## config.mk

```make
export PLATFORM = sky130hd
export DESIGN_NAME = wb_dbg_demux
export DESIGN_NICKNAME = d
export VERILOG_FILES = /design/src/rtl/wb_dbg_demux.sv
export SDC_FILE = /design/constraint.sdc
export NUM_CORES = 1
export LEC_CHECK = 0
export BUFFER_PORTS_ARGS = -buffer_cell sky130_fd_sc_hd__buf_2
export CAP_MARGIN = 20
export CORE_ASPECT_RATIO = 1.75
export CORE_MARGIN = 4
export CORE_UTILIZATION = 35
export CTS_BUF_LIST = sky130_fd_sc_hd__clkbuf_8
export DETAILED_ROUTE_END_ITERATION = 12
export GPL_TIMING_DRIVEN = 0
export PLACE_DENSITY = 0.72
export SLEW_MARGIN = 20
export SYNTH_ARGS = -nofsm -noshare
export SYNTH_HDL_FRONTEND = slang
export SYNTH_SLANG_ARGS = --single-unit
```

## constraint.sdc

```tcl
create_clock -name i_clk -period 3.8 [get_ports i_clk]
set_input_delay 0.95 -clock i_clk [delete_from_list [all_inputs] [get_ports i_clk]]
set_output_delay 0.95 -clock i_clk [all_outputs]
set_load 0.02 [all_outputs]
```

## src/rtl/wb_dbg_demux.sv

```systemverilog
// Wishbone debug demultiplexer: routes one Caravel WB transaction at a time to a
// subservient debug port, local register bank, or error response. Optional
// broadcast writes to all cores when WB_DBG_BROADCAST_EN is defined.
//
// state  | meaning
// IDLE   | waiting for cyc&stb, decodes target
// FWD    | strobe held on target core(s), waiting for ack / timeout / abort
// RESP   | one-cycle ack back to the Wishbone master
module wb_dbg_demux #(
  parameter int NUM_CORES = 2,
  parameter int SEL_LSB   = 24,
  parameter int TIMEOUT   = 255
) (
  input  logic                      i_clk,
  input  logic                      i_rst_n,
  input  logic [31:0]               i_wbs_adr,
  input  logic [31:0]               i_wbs_dat,
  input  logic [3:0]                i_wbs_sel,
  input  logic                      i_wbs_we,
  input  logic                      i_wbs_stb,
  input  logic                      i_wbs_cyc,
  output logic [31:0]               o_wbs_rdt,
  output logic                      o_wbs_ack,
  output logic [31:0]               o_dbg_adr,
  output logic [31:0]               o_dbg_dat,
  output logic [3:0]                o_dbg_sel,
  output logic                      o_dbg_we,
  output logic [NUM_CORES-1:0]      o_dbg_stb,
  input  logic [32*NUM_CORES-1:0]   i_dbg_rdt,
  input  logic [NUM_CORES-1:0]      i_dbg_ack,
  output logic [NUM_CORES-1:0]      o_core_rst,
  output logic [NUM_CORES-1:0]      o_debug_mode
);

  localparam logic [1:0]  S_IDLE  = 2'd0;
  localparam logic [1:0]  S_FWD   = 2'd1;
  localparam logic [1:0]  S_RESP  = 2'd2;
  localparam logic [4:0]  NC      = 5'(NUM_CORES);
  localparam logic [15:0] TO_LAST = 16'(TIMEOUT - 1);
  localparam logic [31:0] BAD     = 32'hDEAD_BEEF;

  logic [1:0]           state;
  logic [3:0]           tgt;
  logic [15:0]          cnt;
  logic [NUM_CORES-1:0] ctrl_rst, ctrl_dbg;
  logic                 st_err;
  logic [3:0]           st_tgt;

  logic [3:0]           t_in, set_tgt;
  logic                 req, is_core, is_local, is_bcast, fwd_go, req_err;
  logic                 done, fwd_to, st_set, st_clr, loc_wr;
  logic [NUM_CORES-1:0] fwd_mask, stb_left;
  logic [31:0]          loc_rd, ctrl_rd, core_rdt;

  assign t_in     = i_wbs_adr[SEL_LSB+3:SEL_LSB];
  assign is_core  = {1'b0, t_in} < NC;
  assign is_local = (t_in == 4'hF);
`ifdef WB_DBG_BROADCAST_EN
  assign is_bcast = (t_in == 4'hE);
`else
  assign is_bcast = 1'b0;
`endif
  assign req      = (state == S_IDLE) && i_wbs_cyc && i_wbs_stb;
  // broadcast reads are never forwarded; they take the error path
  assign fwd_go   = is_core || (is_bcast && i_wbs_we);
  assign fwd_mask = is_bcast ? '1 : (NUM_CORES'(1) << t_in);
  assign req_err  = req && !is_local && !fwd_go;

  // unicast: stb_left empties on the target's ack; broadcast: on the last ack
  assign stb_left = o_dbg_stb & ~i_dbg_ack;
  assign done     = (stb_left == '0);
  assign fwd_to   = (state == S_FWD) && i_wbs_cyc && !done && (cnt == TO_LAST);

  assign st_set   = req_err || fwd_to;
  assign set_tgt  = fwd_to ? tgt : t_in;
  assign loc_wr   = req && is_local && i_wbs_we;
  assign st_clr   = loc_wr && (i_wbs_adr[3:2] == 2'd1) && i_wbs_sel[0] && i_wbs_dat[0];

  always_comb begin
    ctrl_rd = '0;
    ctrl_rd[NUM_CORES-1:0] = ctrl_rst;
    ctrl_rd[8 +: NUM_CORES] = ctrl_dbg;
    loc_rd = '0;
    case (i_wbs_adr[3:2])
      2'd0:    loc_rd = ctrl_rd;
      2'd1:    loc_rd = {20'h0, st_tgt, 7'h0, st_err};
      2'd2:    loc_rd = {24'h5EB000, 8'(NUM_CORES)};
      default: loc_rd = '0;
    endcase
  end

  always_comb begin
    core_rdt = '0;
    for (int k = 0; k < NUM_CORES; k++)
      if (tgt == 4'(k)) core_rdt = i_dbg_rdt[32*k +: 32];
  end

  always_ff @(posedge i_clk or negedge i_rst_n) begin
    if (!i_rst_n) begin
      state     <= S_IDLE;
      tgt       <= '0;
      cnt       <= '0;
      o_wbs_ack <= 1'b0;
      o_wbs_rdt <= '0;
      o_dbg_stb <= '0;
      o_dbg_adr <= '0;
      o_dbg_dat <= '0;
      o_dbg_sel <= '0;
      o_dbg_we  <= 1'b0;
    end else begin
      o_wbs_ack <= 1'b0;
      case (state)
        S_IDLE: if (req) begin
          o_dbg_adr <= i_wbs_adr;
          o_dbg_dat <= i_wbs_dat;
          o_dbg_sel <= i_wbs_sel;
          o_dbg_we  <= i_wbs_we;
          tgt       <= t_in;
          cnt       <= '0;
          if (fwd_go) begin
            state     <= S_FWD;
            o_dbg_stb <= fwd_mask;
          end else begin
            state     <= S_RESP;
            o_wbs_ack <= 1'b1;
            o_wbs_rdt <= is_local ? loc_rd : BAD;
          end
        end
        S_FWD: begin
          if (!i_wbs_cyc) begin
            o_dbg_stb <= '0;
            cnt       <= '0;
            state     <= S_IDLE;
          end else if (done) begin
            o_dbg_stb <= '0;
            o_wbs_rdt <= core_rdt;
            o_wbs_ack <= 1'b1;
            state     <= S_RESP;
          end else if (cnt == TO_LAST) begin
            o_dbg_stb <= '0;
            o_wbs_rdt <= BAD;
            o_wbs_ack <= 1'b1;
            state     <= S_RESP;
          end else begin
            o_dbg_stb <= stb_left;
            cnt       <= cnt + 16'd1;
          end
        end
        S_RESP: begin
          cnt   <= '0;
          state <= S_IDLE;
        end
        default: state <= S_IDLE;
      endcase
    end
  end

  always_ff @(posedge i_clk or negedge i_rst_n) begin
    if (!i_rst_n) begin
      ctrl_rst <= '1;
      ctrl_dbg <= '1;
      st_err   <= 1'b0;
      st_tgt   <= '0;
    end else begin
      if (loc_wr && (i_wbs_adr[3:2] == 2'd0)) begin
        if (i_wbs_sel[0]) ctrl_rst <= i_wbs_dat[NUM_CORES-1:0];
        if (i_wbs_sel[1]) ctrl_dbg <= i_wbs_dat[8 +: NUM_CORES];
      end
      if (st_set) begin
        st_err <= 1'b1;
        st_tgt <= set_tgt;
      end else if (st_clr) begin
        st_err <= 1'b0;
      end
    end
  end

  assign o_core_rst   = ctrl_rst;
  assign o_debug_mode = ctrl_dbg;

endmodule

```

Word level (Yosys, flattened, before mapping)
Cells that the tools add are included.
Operators by class
  shifts and indexed selects: 1
  mux-type cells: 36
  bitwise logic cells: 2
  magnitude comparators: 1
  add/subtract/negate cells: 1
  eq/ne operators: 15
  reductions and logical operators: 31
Operators by type and width (count)
  32-bit 2-to-1 mux: 8
  31-bit one-hot mux with 3 select lines: 1
  16-bit 2-to-1 mux: 4
  32-bit one-hot mux with 2 select lines: 1
  16-bit one-hot mux with 3 select lines: 1
  2-bit 2-to-1 mux: 10
  16-bit by 1-bit adder with 16-bit output (second input constant): 1
  16-bit by 8-bit == test with 1-bit output (second input constant): 1
  1-bit logical AND: 13
  2-bit inequality test (second input constant): 4
  2-bit one-hot mux with 2 select lines: 2
  2-bit AND reduction: 4
  1-bit 2-to-1 mux: 7
  2-bit logical NOT: 3
  3-bit inequality test (second input constant): 2
  5-bit AND reduction: 1
  2-bit by 1-bit == test with 1-bit output (second input constant): 2
  2-bit == test (second input constant): 2
  4-bit by 1-bit == test with 1-bit output (second input constant): 1
  4-bit == test (second input constant): 1
  4-bit logical NOT: 1
  4-bit by 2-bit < comparator with 1-bit output (second input constant): 1
  4-bit 2-to-1 mux: 1
  4-bit by 3-bit inequality test with 1-bit output (second input constant): 1
  other kinds (11): 14
Word-level totals
  register bits: 135
  input bits: 139

Depth between registers and ports, before layout
Gate-level depths: netlist of run 1.
  word-level depth: 10
  gate-level depth with buffers: 9

Worst setup path after synthesis of run 1
Ideal clock, no wire load.
  path type: in2reg
  from: in i_dbg_ack[0]
  to: reg o_wbs_rdt[11]
  buffers on the path: 1
  stages: 6
  data arrival time: 2.247 ns
  setup slack: 1.435 ns
  path through: nand2b_1 and3_1 a221oi_4 buf_2 a211oi_1 a21o_1
On the way
  cells in the longest elaborated chain, start to end: 6
  elaborated cells between the ends (all ways): 8
  classes of those cells: 1 x eq/ne; 3 x mux; 2 x bitwise; 2 x reduce/logical
Ends and longest elaborated chain
  start: declaration: RTL line 30  | input logic [NUM_CORES-1:0] i_dbg_ack,
  2-bit NOT (*): RTL line 70  | assign stb_left = o_dbg_stb & ~i_dbg_ack;
  2-bit bitwise AND (*): RTL line 70
  2-bit logical NOT (*): RTL line 71  | assign done = (stb_left == '0);
  32-bit 2-to-1 mux: RTL line 134  | end else if (done) begin
  32-bit 2-to-1 mux: RTL line 130  | if (!i_wbs_cyc) begin
  32-bit one-hot mux with 2 select lines: RTL line 112  | case (state)
  end signal: assignment: RTL line 126  | o_wbs_rdt <= is_local ? loc_rd : BAD;
  end signal: assignment: RTL line 136  | o_wbs_rdt <= core_rdt;
  end: declaration: RTL line 22  | output logic [31:0] o_wbs_rdt,
Every way passes the cells marked *; elsewhere a longest branch is shown, timed or not. The select of a mux whose other input is x is not followed.
A chain may end at the register's enable or synchronous reset.

Worst setup path in the final report of run 1
  from: in i_wbs_adr[27]
  to: reg o_wbs_rdt[31]
On the way
  cells in the longest elaborated chain, start to end: 5
  elaborated cells between the ends (all ways): 8
  classes of those cells: 1 x order compare; 2 x eq/ne; 4 x mux; 1 x reduce/logical
Ends and longest elaborated chain
  start: declaration: RTL line 16  | input logic [31:0] i_wbs_adr,
  4-bit == test: RTL line 57  | assign is_local = (t_in == 4'hF);
  32-bit 2-to-1 mux: RTL line 126
  32-bit 2-to-1 mux: RTL line 120  | if (fwd_go) begin
  32-bit 2-to-1 mux: RTL line 113  | S_IDLE: if (req) begin
  32-bit one-hot mux with 2 select lines: RTL line 112
Several ways; a longest one is shown, not always the timed one. The select of a mux whose other input is x is not followed.

==> impl_metrics.tcl, run 1 <==
set metrics [dict create \
    run_status "complete, no violations" \
    p_leak_nw 3.863 \
    grt_max_degree 77 \
    min_path_type "input pin to async pin" \
    ys_ff_latch 131 \
    gp_congestion 0.7997 \
    final-instance-count-excl-fill 1017 \
    placed_cells 984 \
    antenna_found_initial 1 \
    synth_edf_count 0 \
    cap_violations 0 \
    nets 917 \
    die_y_um 180.8 \
    start_util_pct 35.42 \
    drt_iter0_drc 181 \
    fmax_ghz 0.4030 \
    cts.sinks 131 \
    setup_slack_ps 1319 \
    startpoint "i_wbs_adr[27]" \
    drcViolationCount 0 \
    hold_viol 0 \
    cts_made_buffers 17 \
    ys_types 45 \
    timing.final.crit_share_pct 65.30 \
    clockBufferDepth 2 \
    met1_usage_pct 18.94 \
    dp.final_hpwl_mm 13.30 \
    syn_inst 512 \
    syn_area_mm2 0.005974 \
    power_density_mw_per_mm2 507.6 \
    async_reset_ff_share_pct 100.0 \
    slew_headroom_pct 45.76 \
    cp_max_fo 10 \
    cts_hold_buf 0 \
    cts-root-buf "clkbuf_8" \
    critPathArrivalTime_ps 2770 \
    dr.pass1.iters 4 \
    synth_area_leaders "dfrtp_1 53%, mux2_2 15%, mux2i_1 5.0%" \
    ant_nets 0 \
    path_class "input pin to flip-flop" \
    grt_pass1_vias 5266 \
    dieWidth_um 106.8 \
    slew_viol_final 0 \
    finClkSkew_ps 14.07 \
    clk_pin_slew_ps 90 \
    synth_top_area_cell "dfrtp_1" \
    rr_worst_depth 8 \
    syn_avg_cell_area_um2 11.67 \
    cts_resized 0 \
    cp-end-kind "flip-flop" \
    report.final.setup_viol 0 \
    core_mm2 0.01687 \
    finalPower_w 0.004039 \
    ir_worst_vdd_mv 0.2126 \
    tritoncts "built" \
    num_io_pins 247 \
    drt_wl_total_mm 17.04 \
    busiest_layer "met2" \
    synth_top_flop_cell "dfrtp_1" \
    synth_nets 653 \
    viasPerCell 4.908 \
    finalSetupTns_ps 0 \
    num_vias 4991 \
    required_ps 4090 \
    die_area_mm2 0.01931 \
    stdcell_area_mm2 0.007958 \
    yosysSeqAreaShare_pct 54.95 \
    grt-ovfl-total 0 \
    grt_pass1_wl_mm 26.85 \
    groute.usage.overall_pct 17.58 \
    yosysTopAreaCellShare_pct 53.19 \
    syn_to_final_growth_pct 33.19 \
    grt_setup_unrepaired "no" \
    grt_util_met2_pct 32.41 \
    place_area_mm2 0.007517 \
    grtUsageMet3_pct 4.576 \
    num_rows 63 \
    cts_max_level 4 \
    cts_setup_buffers 0 \
    clk_latency_ps 430 \
    r2r_start "cnt[0]" \
    routedWlPerCell_um 16.76 \
    drive_gt1_share_pct 47.28 \
    min_period_ps 2481 \
    start_kind "input pin" \
    portBuffers 244 \
    tightest_slew_ps 813.5 \
    yosysWarningCount 0 \
    dp_slack_ps 898.7 \
]
[sequential cells by signal, summed over array words and instances, names as in the netlist]
signal / cells
o_dbg_adr: 32
o_wbs_rdt: 32
o_dbg_dat: 32
o_dbg_we: 1
o_core_rst: 2
o_dbg_stb: 2
o_dbg_sel: 4
st_err: 1
state: 2
o_wbs_ack: 1
st_tgt: 4
cnt: 16
o_debug_mode: 2
[worst max-delay path, stage by stage]
cell	delay (ps)
buf_2	130
nor3_1	530
nor2b_1	210
a221oi_4	390
clkbuf_1	380
o21ai_0	170
[power by group]
group	internal [W]	switching [W]	leakage [nW]	total [W]
Clock	0.000723	0.000587	0.221	0.00131
Sequential	0.00160	0.000110	1.59	0.00171
Combinational	0.000410	0.000606	2.05	0.00102
Total	0.00274	0.00130	3.86	0.00404
[final timing paths]
path / slack (ps) / endpoint
hold / removal: 420 / o_wbs_rdt[26]
max in group asynchronous: 2590 / o_core_rst[0]
setup / recovery: 1320 / o_wbs_rdt[31]
hold reg to reg: 480 / o_wbs_rdt[22]
setup reg to reg: 1460 / o_wbs_rdt[31]
min in group i_clk: 480 / o_wbs_rdt[22]
[per-layer routing]
metal	vias up	routed length (µm)
li1	2382	-
met1	2398	6242
met2	186	9214
met3	25	1148
met4	0	436
met5	-	0
[area by class of cell]
type                    count  area, µm²
fillers                  1650       8911
flip-flops and latches    131       3283
multi-input cells         347       2552
repair buffers            245       1259
well taps                 227      284.0
clock buffers              17      234.0
clock inverters            15      203.9
plain buffers              29      120.1
inverters                   5      18.77
diodes                      1      2.502
[cells in the final DEF, fill, tap and decap left out, types with 2 or more instances in the layout]
master	instances
buf_2	252
dfrtp_1	127
mux2_2	81
nand2_1	43
o21ai_0	37
nor2_1	36
mux2i_1	30
a21oi_1	19
o31ai_1	17
clkbuf_8	17
nand3_1	14
clkbuf_1	12
nand4_1	11
xor2_1	8
buf_1	8
inv_1	6
inv_6	5
nand2b_1	4
nor3_1	4
bufinv_16	4
dfstp_2	4
nor2b_1	3
and4_1	3
or3_1	3
a21o_1	3
xnor2_1	3
and3_1	2
and2_1	2
nor4_1	2
mux2_1	2
o21ai_1	2
a211oi_1	2
ha_1	2
clkinv_4	2
clkinvlp_4	2
[cell usage after synthesis (all sizes together), types with 2 or more instances]
cell and number:
mux2 83, nand3 14, o21ai 39, xor2 8, nor3 5, or3 3, clkbuf 12, and3 2
ha 2, nor2b 3, a211oi 2, nand2b 4, nand4 11, o31ai 17, a21o 3, and4 3
nand2 43, nor2 36, dfrtp 127, dfstp 4, and2 2, nor4 2, buf 17, mux2i 30
xnor2 3, a21oi 19, inv 5
[metrics by stage]
step	utilization, %	hold slack [ps]
3_5_place_dp	44.56	461.2
3_3_place_gp	44.34	454.6
4_1_cts	47.16	412.1
6_report	47.17	424.1
5_1_grt	47.17	419.4
2_1_floorplan	-	479.7
[cell families (layout without fill, tap and decap cells)]
| logic type | Yosys count | in the layout | share of synthesized area, % |
|---|---|---|---|
| and+or+nand+nor | 132 | 132 | 10.51 |
| DFF | 131 | 131 | 54.95 |
| muxes | 113 | 113 | 20.67 |
| AOI/OAI and AO/OA | 89 | 89 | 9.508 |
| buffers and inverters | 34 | 311 | 2.324 |
| xor gates and xnor gates | 11 | 11 | 1.613 |
| adders and majority gates | 2 | 2 | 0.4188 |
| other | 0 | 1 | 0 |
(Power assumes the default switching activity.)
==> run 2, diff against run 1 <==
--- a/config.mk
+++ b/config.mk
@@ -5,6 +5,7 @@
 export SDC_FILE = /design/constraint.sdc
 export NUM_CORES = 1
 export LEC_CHECK = 0
+export ABC_AREA = 1
 export BUFFER_PORTS_ARGS = -buffer_cell sky130_fd_sc_hd__buf_2
 export CAP_MARGIN = 20
 export CORE_ASPECT_RATIO = 1.75
@@ -13,7 +14,7 @@
 export CTS_BUF_LIST = sky130_fd_sc_hd__clkbuf_8
 export DETAILED_ROUTE_END_ITERATION = 12
 export GPL_TIMING_DRIVEN = 0
-export PLACE_DENSITY = 0.72
+export PLACE_DENSITY = 0.71
 export SLEW_MARGIN = 20
 export SYNTH_ARGS = -nofsm -noshare
 export SYNTH_HDL_FRONTEND = slang
==> constraint.sdc (replaced) <==
create_clock -name i_clk -period 2.4 [get_ports i_clk]
set_input_delay 0.6 -clock i_clk [delete_from_list [all_inputs] [get_ports i_clk]]
set_output_delay 0.6 -clock i_clk [all_outputs]
set_load 0.02 [all_outputs]
==> run 2 against run 1 <==
Effect of this change:
- sequential cell count did not move
- global-route usage is 2.7 points higher
- sequential power increased by 60%
- combinational power rose by 78%
- non-clock buffer count rose by 14
- via count increased by 33%
- clock-buffer cell count rose by 5
- register-to-register slack lost 1000 ps
==> impl_metrics.tcl, run 2 <==
set metrics [dict create \
    cts_max_level 4 \
    synth_nets 998 \
    num_rows 65 \
    placed_cells 1337 \
    power_density_mw_per_mm2 798.8 \
    cp_slowest_cell "nor2_1" \
    cts_made_buffers 17 \
    clockBufferDepth 2 \
    cp_max_fo 10 \
    internal-power_w 0.004509 \
    num_vias 6652 \
    reg.largest.list "o_dbg_adr: 32 flops, o_dbg_dat: 32 flops, o_wbs_rdt: 32 flops" \
    cts_hold_buf 0 \
    grt_max_degree 88 \
    async_reset_ff_share_pct 100.0 \
    cap_violations 0 \
    syn_area_mm2 0.006510 \
    path_class "flip-flop to flip-flop" \
    viasPerCell 4.855 \
    ant_nets 0 \
    cp-end-kind "flip-flop" \
    p_leak_nw 4.510 \
    grt_pass1_vias 6625 \
    cts-root-buf "clkbuf_8" \
    report.final.setup_viol 0 \
    drt_wl_total_mm 21.23 \
    run_status "complete, no violations" \
    timing.final.crit_share_pct 82.22 \
    crit_chain "nor2_1, clkbuf_1, nand3_1, a21oi_1, o21ai_1, nand2_1" \
    syn_inst 857 \
    r2r_start "o_dbg_adr[24]" \
    tightest_slew_ps 747.2 \
    syn_avg_cell_area_um2 7.596 \
    p_sw_w 0.002332 \
    ys_top_cells_by_count "326 x nand2_1, 127 x dfrtp_1, 122 x nand3_1" \
    tritoncts "built" \
    grt-ovfl-total 0 \
    syn_to_final_growth_pct 31.56 \
    hold_viol 0 \
    p_comb_share_pct 26.6 \
    synth_area_leaders "dfrtp_1 49%, nand2_1 19%, nand3_1 9.4%" \
    drcViolationCount 0 \
    start_kind "flip-flop" \
    clkPwrFrac_pct 33.5 \
    dieWidth_um 111.1 \
    ir_worst_vdd_mv 0.6134 \
    ys_types 31 \
    p_sw_share_pct 34.09 \
    drive_gt1_share_pct 30.13 \
    startpoint "o_dbg_adr[24]" \
    yosysWarningCount 0 \
    p_seq_share_pct 39.9 \
    yosysTopAreaCellShare_pct 48.82 \
    dr.pass1.iters 5 \
    cts.sinks 131 \
    clk_latency_ps 440 \
    yosysSeqAreaShare_pct 50.43 \
    die_y_um 188.4 \
    slew_viol_final 0 \
    nets 1263 \
    grt_setup_unrepaired "no" \
    clk_pin_slew_ps 80 \
    cts_resized 0 \
    ys_ff_latch 131 \
    synth.most_common_cell "nand2_1" \
    fin_util_pct 47.22 \
    r2r_slack_ps 430 \
    required_ps 2780 \
    min_period_ps 1973 \
    synth_edf_count 0 \
    synth_top_area_cell "dfrtp_1" \
    cts_setup_buffers 0 \
    start_util_pct 35.90 \
    core_mm2 0.01814 \
    die_area_mm2 0.02093 \
    antenna_found_initial 1 \
    fmax_ghz 0.5068 \
    max_stage_delay_ps 460 \
    final-instance-count-excl-fill 1370 \
    critPathArrivalTime_ps 2350 \
    min_path_type "input pin to async pin" \
    final_common_cell "nand2_1" \
    finClkSkew_ps 13.19 \
    grt_pass1_wl_mm 33.78 \
    drt_iter0_drc 346 \
    portBuffers 245 \
    final_cell_mix "326 x nand2_1, 258 x buf_2, 127 x dfrtp_1" \
    gp_congestion 0.9368 \
    num_io_pins 247 \
    slew_headroom_pct 50.19 \
    routedWlPerCell_um 15.49 \
    dp.final_hpwl_mm 16.61 \
    groute.usage.overall_pct 20.24 \
    synth_top_flop_cell "dfrtp_1" \
]
-- run 2: cell type report --
cell class	count	area, µm²
Timing Repair Buffer	246	1264
Clock inverter	10	192.7
Clock buffer	22	302.8
Buffer	42	216.5
Fill cell	1869	9572
Tap cell	234	292.8
Sequential cell	131	3283
Inverter	51	191.4
Antenna cell	1	2.502
Multi-Input combinational cell	633	2819
-- run 2: power by group through the flow --
stage	Sequential, W	Combinational (W)	Clock [W]
floorplan	0.00315	0.000678	0
global placement	0.00276	0.00181	0
detailed placement	0.00276	0.00185	0
CTS	0.00273	0.00184	0.00235
global route	0.00277	0.00200	0.00244
finish	0.00273	0.00182	0.00229
-- run 2: kinds of logic (layout without fill, tap and decap cells) --
group                    count (synthesis)  in the layout  share of synthesized area [%]
AO/OA/AOI/OAI                           78             78                          6.785
adder cells (fa/ha/maj)                  2              2                         0.3843
XOR/XNOR                                 3              3                         0.4037
buffers and inverters                   93            371                          6.266
other                                    0              1                              0
AND/OR/NAND/NOR                        550            550                          35.73
flip-flops                             131            131                          50.43
-- run 2: path summary, 6_finish.rpt --
path | endpoint | cells past startpoint
max | o_wbs_rdt[8] | 6
min | o_dbg_dat[14] | 1
max reg2reg | o_wbs_rdt[8] | 6
min reg2reg | o_dbg_dat[26] | 2
max in group asynchronous | o_core_rst[1] | 2
min in group i_clk | o_dbg_dat[14] | 3
-- run 2: stage by stage --
stage / setup TNS (ps) / hold WS, ps / worst slack [ps] / total power (W) / area [µm²]
2_1_floorplan: 0 / 304.4 / 743.4 / 0.003830 / 6510
3_3_place_gp: -139540 / 457.1 / -1100 / 0.004569 / 8029
3_5_place_dp: 0 / 459.3 / 285.8 / 0.004606 / 8066
4_1_cts: 0 / 25.83 / 454.4 / 0.006920 / 8562
5_1_grt: 0 / 36.84 / 309.7 / 0.007213 / 8564
6_report: 0 / 28.38 / 426.7 / 0.006842 / 8564
-- run 2: metal layers --
layer	part of all wire (%)	routed length, µm	track usage, %	up-vias
met5	0	0	0	-
li1	-	-	-	3280
met4	2.9	613	8.665	0
met2	53	11340	37.00	241
met3	7.1	1513	5.045	38
met1	37	7764	22.06	3093
-- run 2: worst max-delay path, delay by kind of cell (launching register included) --
kind | cells | cell delay [ps]
buffers and inverters | 1 | 400
AOI/OAI and AO/OA | 2 | 410
and+or+nand+nor | 3 | 660
DFF | 1 | 430
